## src/rtl/if_id_skid_buffer_pkg.sv

```systemverilog
// Shared types for the IF/ID pipeline boundary.
package if_id_skid_buffer_pkg;

    localparam int unsigned ADDR_W = 32;
    localparam int unsigned INSN_W = 32;

    // addi x0, x0, 0 -- the canonical bubble
    localparam logic [INSN_W-1:0] NOP_INSN = 32'h0000_0013;

    typedef struct packed {
        logic [ADDR_W-1:0] pc;
        logic [INSN_W-1:0] insn;
    } fetch_pkt_t;

    typedef enum logic [1:0] {
        ST_EMPTY = 2'd0,
        ST_ONE   = 2'd1,
        ST_FULL  = 2'd2
    } buf_state_t;

endpackage

```

## src/rtl/if_id_entry_reg.sv

```systemverilog
// One {valid, pc, insn} slot with load and clear enables; clear wins over load.
module if_id_entry_reg #(
    parameter int unsigned        ADDR_W   = 32,
    parameter int unsigned        INSN_W   = 32,
    parameter logic [INSN_W-1:0]  NOP_INSN = 32'h0000_0013
) (
    input  logic              clk,
    input  logic              rst,
    input  logic              i_load,
    input  logic              i_clear,
    input  logic [ADDR_W-1:0] i_pc,
    input  logic [INSN_W-1:0] i_insn,
    output logic              o_valid,
    output logic [ADDR_W-1:0] o_pc,
    output logic [INSN_W-1:0] o_insn
);

    logic              r_valid;
    logic [ADDR_W-1:0] r_pc;
    logic [INSN_W-1:0] r_insn;

    // Slot storage; clear only drops valid so pc/insn stay deterministic
    always_ff @(posedge clk) begin
        if (!rst) begin
            r_valid <= 1'b0;
            r_pc    <= '0;
            r_insn  <= NOP_INSN;
        end else if (i_clear) begin
            r_valid <= 1'b0;
        end else if (i_load) begin
            r_valid <= 1'b1;
            r_pc    <= i_pc;
            r_insn  <= i_insn;
        end
    end

    assign o_valid = r_valid;
    assign o_pc    = r_pc;
    assign o_insn  = r_insn;

endmodule

```

## src/rtl/if_id_skid_buffer.sv

```systemverilog
// Two-entry registered IF->ID boundary: head feeds decode, skid absorbs one
// extra fetch while decode stalls so if_ready depends only on local state.
module if_id_skid_buffer
    import if_id_skid_buffer_pkg::*;
#(
    parameter int unsigned        ADDR_W   = 32,
    parameter int unsigned        INSN_W   = 32,
    parameter logic [INSN_W-1:0]  NOP_INSN = 32'h0000_0013
) (
    input  logic              clk,
    input  logic              rst,
    input  logic              if_valid,
    input  logic [ADDR_W-1:0] if_pc,
    input  logic [INSN_W-1:0] if_insn,
    output logic              if_ready,
    input  logic              flush,
    input  logic              id_ready,
    output logic              id_valid,
    output logic [ADDR_W-1:0] id_pc,
    output logic [ADDR_W-1:0] id_pc_plus4,
    output logic [INSN_W-1:0] id_insn
);

    buf_state_t        r_state;

    logic              w_push;
    logic              w_pop;
    logic              w_head_load;
    logic              w_head_clear;
    logic [ADDR_W-1:0] w_head_pc_d;
    logic [INSN_W-1:0] w_head_insn_d;
    logic              w_skid_load;
    logic              w_skid_clear;

    logic              w_head_valid;
    logic [ADDR_W-1:0] w_head_pc;
    logic [INSN_W-1:0] w_head_insn;
    logic              w_skid_valid;
    logic [ADDR_W-1:0] w_skid_pc;
    logic [INSN_W-1:0] w_skid_insn;

    assign if_ready = (r_state != ST_FULL);
    assign w_push   = if_valid & if_ready;
    assign w_pop    = w_head_valid & id_ready;

    // Slot enables and head source select derived from state and handshakes
    always_comb begin
        w_head_load   = 1'b0;
        w_head_clear  = flush;
        w_head_pc_d   = if_pc;
        w_head_insn_d = if_insn;
        w_skid_load   = 1'b0;
        w_skid_clear  = flush;
        unique case (r_state)
            ST_EMPTY: begin
                w_head_load = w_push;
            end
            ST_ONE: begin
                w_head_load = w_push & w_pop;
                w_skid_load = w_push & ~w_pop;
                if (!w_push && w_pop) w_head_clear = 1'b1;
            end
            ST_FULL: begin
                w_head_load   = w_pop;
                w_head_pc_d   = w_skid_pc;
                w_head_insn_d = w_skid_insn;
                if (w_pop) w_skid_clear = 1'b1;
            end
            default: begin
                w_head_clear = 1'b1;
                w_skid_clear = 1'b1;
            end
        endcase
    end

    // Occupancy FSM; flush drains everything regardless of handshakes
    always_ff @(posedge clk) begin
        if (!rst) begin
            r_state <= ST_EMPTY;
        end else if (flush) begin
            r_state <= ST_EMPTY;
        end else begin
            unique case (r_state)
                ST_EMPTY: if (w_push) r_state <= ST_ONE;
                ST_ONE: begin
                    if (w_push && !w_pop)      r_state <= ST_FULL;
                    else if (!w_push && w_pop) r_state <= ST_EMPTY;
                end
                ST_FULL:  if (w_pop) r_state <= ST_ONE;
                default:  r_state <= ST_EMPTY;
            endcase
        end
    end

    if_id_entry_reg #(
        .ADDR_W   (ADDR_W),
        .INSN_W   (INSN_W),
        .NOP_INSN (NOP_INSN)
    ) u_head (
        .clk     (clk),
        .rst     (rst),
        .i_load  (w_head_load),
        .i_clear (w_head_clear),
        .i_pc    (w_head_pc_d),
        .i_insn  (w_head_insn_d),
        .o_valid (w_head_valid),
        .o_pc    (w_head_pc),
        .o_insn  (w_head_insn)
    );

    if_id_entry_reg #(
        .ADDR_W   (ADDR_W),
        .INSN_W   (INSN_W),
        .NOP_INSN (NOP_INSN)
    ) u_skid (
        .clk     (clk),
        .rst     (rst),
        .i_load  (w_skid_load),
        .i_clear (w_skid_clear),
        .i_pc    (if_pc),
        .i_insn  (if_insn),
        .o_valid (w_skid_valid),
        .o_pc    (w_skid_pc),
        .o_insn  (w_skid_insn)
    );

    assign id_valid    = w_head_valid;
    assign id_pc       = w_head_pc;
    assign id_pc_plus4 = w_head_pc + ADDR_W'(4);
    assign id_insn     = w_head_valid ? w_head_insn : NOP_INSN;

    // Skid occupancy is implied by r_state; its valid bit is kept for symmetry
    logic w_unused;
    assign w_unused = w_skid_valid;

endmodule

```

## config.mk

```make
export PLATFORM = sky130hd
export DESIGN_NAME = if_id_skid_buffer
export DESIGN_NICKNAME = d
export VERILOG_FILES = /design/src/rtl/if_id_skid_buffer_pkg.sv /design/src/rtl/if_id_entry_reg.sv /design/src/rtl/if_id_skid_buffer.sv
export SDC_FILE = /design/constraint.sdc
export NUM_CORES = 1
export LEC_CHECK = 0
export ABC_AREA = 1
export CAP_MARGIN = 30
export CORE_UTILIZATION = 35
export DETAILED_ROUTE_END_ITERATION = 8
export MAX_ROUTING_LAYER = met4
export PLACE_DENSITY = 0.66
export SETUP_SLACK_MARGIN = 0.2
export SLEW_MARGIN = 20
export SYNTH_ARGS = -nofsm -noshare
export SYNTH_HDL_FRONTEND = slang
export SYNTH_SLANG_ARGS = --single-unit
```

## constraint.sdc

```tcl
create_clock -name clk -period 5.18 [get_ports clk]
set_input_delay 1.036 -clock clk [delete_from_list [all_inputs] [get_ports clk]]
set_output_delay 1.036 -clock clk [all_outputs]
set_load 0.01 [all_outputs]
```

; After elaboration in Yosys (flattened, before gate mapping)
; Index checks and enable logic that the tools add are counted.
; W data, S select, Z words.
[totals]
regBits = 131
out_inout_bits = 98
input_bits = 69
[classes]
n_mux = 14
bitwise_logic = 8
add_sub_neg = 1
n_reduce_logical = 12
n_eq_ne = 6
[op_table]
columns = cell, n
row1 = $mux W32, 3
row2 = $add A32 B3 Y32 const B, 1
row3 = $mux W2, 4
row4 = $reduce_or A2 Y1, 4
row5 = $ne A2 B2 Y1 const B, 3
row6 = $pmux W2 S3, 1
row7 = $and A1 B1 Y1, 4
row8 = $not A1 Y1, 4
row9 = $pmux W1 S2, 2
row10 = $reduce_and A2 Y1, 2
row11 = $mux W1, 3
row12 = $ne A3 B3 Y1 const B, 1
row13 = $pmux W1 S3, 1
row14 = $reduce_and A3 Y1, 1
row15 = $eq A2 B1 Y1 const B, 1
row16 = $eq A2 B2 Y1 const B, 1
row17 = $logic_and A1 B1 Y1, 2
row18 = $logic_not A1 Y1, 2
row19 = $logic_not A2 Y1, 1

; Logic depth before layout (Yosys ltp)
[depth]
word_depth = 8
depth_mapped = 10
depth_no_buf = 9

; Modules after synthesis
; Synthesis repeated with hierarchy kept, for this count alone.
[unflattened]
cells_unflattened = 1317
area_unflattened_um2 = 7553.5
[by_module_without_submodules]
columns = mod, cells_per_inst, instances, area_each_um2, seq_area_each_um2
row1 = if_id_entry_reg, 412, 2, 2731.4, 1301.2
row2 = if_id_skid_buffer, 493, 1, 2090.8, 40.0

; Least setup slack after synthesis
; Ideal clock, no wire load.
[synth_timing]
kind = register -> output
startpoint = reg u_head.r_pc[3], in the netlist u_head.o_pc[3]
endpoint = out id_pc_plus4[18]
required_ps = 4144
path_slack_ps = 2610
path_stages_with_launch = 6
t_arrival_ps = 1534
path_cell_list = dfxtp_1 ha_1 nand3_1 nor3_1 nand3_1 xor2_1
[synth_between]
elab_chain_cells = 1
[synth_lines]
columns = item, line_no
row1 = from (decl), if_id_entry_reg.sv:19  ; logic [ADDR_W-1:0] r_pc;
row2 = from (signal assigned), if_id_entry_reg.sv:32  ; r_pc <= i_pc;
row3 = $add A32 B3 Y32, if_id_skid_buffer.sv:129  ; assign id_pc_plus4 = w_head_pc + ADDR_W'(4);
row4 = to (decl), if_id_skid_buffer.sv:20  ; output logic [ADDR_W-1:0] id_pc_plus4,
; Every way passes these cells.

; Worst setup path after layout
[layout_timing]
startpoint = reg u_head.r_pc[2], in the netlist u_head.o_pc[2]
endpoint = out id_pc_plus4[18]
; The elaborated chain is that of the path after synthesis.

==> summary.txt <==
Logic synthesis
  – Most instantiated cells after synthesis: nand2_1, nor2_1, dfxtp_1, inv_1, o21ai_0
  – Post-Synth XOR/XNOR Area: 0.01945
  – Largest family of logic cells by synthesized area: simple AND/OR/NAND/NOR gates
  – Compound-Gate Fraction of Synth Area: 0.05834
  – Post-Synthesis Cells: 1142
  – Asr flop ratio synth: 0
  – EDFF count, synth: 0
  – Syn. warnings: 0
  – Adder-Cell Fraction of Synth Area: 0.001852
  – Share of the synthesized area in the top cell type: 0.3882
  – Synthesized area: 6755 µm²
  – Largest cells by area after synthesis: dfxtp_1, nand2_1, nor2_1
  – Leading area contributor after synthesis: dfxtp_1
  – Netlist cell types: 24
  – Multiplexer share of the synthesized area: 0
  – Seq/Total Area, Yosys: 0.3882
  – Most common cell in the netlist: nand2_1
  – Syn avg cell area: 5.915 µm²
  – Post-synthesis simple-gate area fraction: 0.4301
  – Post-Syn Nets: 1212
  – Seq cells post-synth: 131
  – Ys flop type: dfxtp_1

Placed design
  – Detailed Place HPWL: 13490 µm
  – Placed Cells: 1516
  – Port Buf Inserts: 166
  – GPL Wtd Cong: 0.9218
  – Pre-CTS WS: 1.747 ns

Worst setup path
  – WP data required: 4.14 ns
  – CP peak stage delay: 0.55 ns
  – Reg2Reg Depth: 9
  – Most used cell, CP: nand3_1
  – Worst Path Max Fanout: 5
  – Crit path launch type: flip-flop
  – Critical Path Slowest Stage Cell: clkdlybuf4s50_1
  – CP Cell Sequence: ha_1 -> nand3_1 -> nor3_1 -> nand3_1 -> xor2_1 -> clkdlybuf4s50_1
  – WS Path Type: reg2out
  – Arr. time, crit path: 2.79 ns
  – CP endpoint kind: output pin

STA
  – Final setup violation count: 0
  – Worst Tran Pin Value: 0.8352 ns
  – Worst relative slew slack: 0.4432
  – RSZ-0062 raised after global routing: false
  – Slew Viols, Final: 0
  – Fin Setup TNS: 0 ns
  – Fin worst setup slack: 1.352 ns
  – Period Utilization, post-route: 0.7389
  – Final Hold Viols: 0
  – Fmax: 261.3 MHz
  – Tmin final: 3.828 ns
  – Clk_skew: 0.007311 ns

Clock network
  – CTS tree: done
  – Setup Buffers After CTS: 0
  – Deepest clock path buffer count: 2
  – Clk_lat worst skew: 0.42 ns
  – # hold bufs at CTS: 0
  – Root Driver: clkbuf_16
  – TritonCTS Sinks: 131
  – Worst-path clk slew: 0.06 ns
  – CTS Buf Count: 17
  – Post-cts gate resize count: 0
  – H-Tree Depth: 4

GRT
  – Total grt overflow: 0
  – Initial antenna violation count: 0
  – Vias in the first global route: 6478
  – GRT Util Overall: 0.2134
  – First-pass GRT wire length: 32660 µm
  – Pin count of the biggest net entering global routing: 79

Die
  – Die span in y: 140.9 µm
  – Rows: 50
  – Die area: 19860 µm²
  – Core box area: 18830 µm²
  – Initial Utilization: 0.3587
  – I/O pin total: 167
  – Die width: 140.9 µm

Finish
  – Fill count: 1997
  – Finished Layout Cells: 1547
  – Layout area overhead: 35.08%
  – Reg area: 2623 µm²
  – N_diodes: 0
  – Multi-input gate area: 3448 µm²
  – Final core utilization: 0.4846
  – Layout cell share with drive strength beyond 1: 0.03652
  – Final net count: 1345

Min path
  – Hold Path Depth: 2
  – Hold Crit Class: reg2reg

Pwr
  – Pwr dens: 294.9 nW/µm²
  – LEAKAGE: 0.004554 µW
  – Worst VDD drop: 0.2248 mV

Status
  – Outcome: complete, no violations

Routing
  – Length of routed met2 wiring: 9135 µm
  – Final Routed Wirelength: 19980 µm
  – DRC: 0
  – Wl on met1: 9499 µm
  – Starting DRT DRC Count: 406
  – DR vias/cell: 4.529
  – Total number of vias: 7006
  – Iteration count of the initial detailed-routing pass: 5
  – Detail Route Antenna Nets: 0
  – Avg WL per Cell: 12.92 µm
  – WL met3: 1024 µm
  – Top sig layer: met4

Flow run
  – Max-cap violation count: 0
[per-layer routing]
| metal | up-vias | track usage |
|---|---|---|
| li1 | 3688 | - |
| met1 | 3122 | 0.2674 |
| met2 | 174 | 0.3430 |
| met3 | 22 | 0.04688 |
| met4 | 0 | 0.06407 |
| met5 | - | - |
[metrics by stage]
| step | total power (µW) | cell area [µm²] | hold slack (ns) |
|---|---|---|---|
| finish | 2691 | 9125 | 0.4674 |
| detailed placement | 1498 | 8533 | 0.4577 |
| global route | 2807 | 9125 | 0.5016 |
| CTS | 2718 | 9125 | 0.4727 |
| global placement | 1495 | 8533 | 0.4556 |
| floorplan | 1307 | 6755 | 0.4422 |
[power breakdown]
group,switching [µW],total (µW),internal (µW)
clock,441,1210,773
sequential,41.1,1100,1060
combinational,196,377,181
total,678,2690,2010
[cells in the final DEF, fill, tap and decap left out]
master and n:
bufinv_16 3, nand3_1 22, clkbuf_1 1, clkinvlp_4 2, clkdlybuf4s50_1 165, inv_1 106, a21oi_1 4, nand3_4 1
o21ai_0 66, o21ai_1 4, nand2_1 425, nor2_4 1, ha_1 1, nand2_2 1, nand4_1 7, inv_2 4
buf_4 7, xor2_1 15, a21oi_4 1, clkbuf_16 17, buf_12 1, nand3_2 1, clkbuf_8 2, clkinv_2 6
nor3_1 16, dfxtp_1 131, a211oi_1 1, nor2_1 276
[flip-flops by register name, indices dropped and copies added, names as in the netlist]
register	flops
u_head.o_pc	32
r_state	2
u_head.o_insn	32
u_skid.o_pc	32
u_head.o_valid	1
u_skid.o_insn	32
[worst paths after layout]
check | start | to | slack [ns]
worst max-delay path | u_head.o_pc[2] | id_pc_plus4[18] | 1.35
worst min-delay path | u_head.o_insn[4] | u_head.o_insn[4] | 0.47
worst max register to register | r_state[0] | u_head.o_pc[1] | 2.40
worst min register to register | u_head.o_insn[4] | u_head.o_insn[4] | 0.47
[worst max-delay path: cells and delay by family, from the launching register on]
| kind | cells | cell delay (ns) |
|---|---|---|
| and+or+nand+nor | 3 | 0.93 |
| buffers and inverters | 1 | 0.55 |
| DFF | 1 | 0.41 |
| adders and majority gates | 1 | 0.31 |
| xor gates and xnor gates | 1 | 0.16 |
[cell families (layout without fill, tap and decap cells)]
group | Yosys count | count (layout)
flip-flops | 131 | 131
AO/OA/AOI/OAI | 76 | 76
buffers and inverters | 169 | 314
adder cells (fa/ha/maj) | 1 | 1
XOR/XNOR | 15 | 15
AND/OR/NAND/NOR | 750 | 750
[layout make-up]
type | instances | area share
sequential | 131 | 0.2874
clock inverter | 11 | 0.01481
clock buffer | 20 | 0.05005
tap | 260 | 0.03565
timing repair buffer | 173 | 0.1889
multi-input combinational | 842 | 0.3779
inverter | 110 | 0.04525
(Power assumes the default switching activity.)
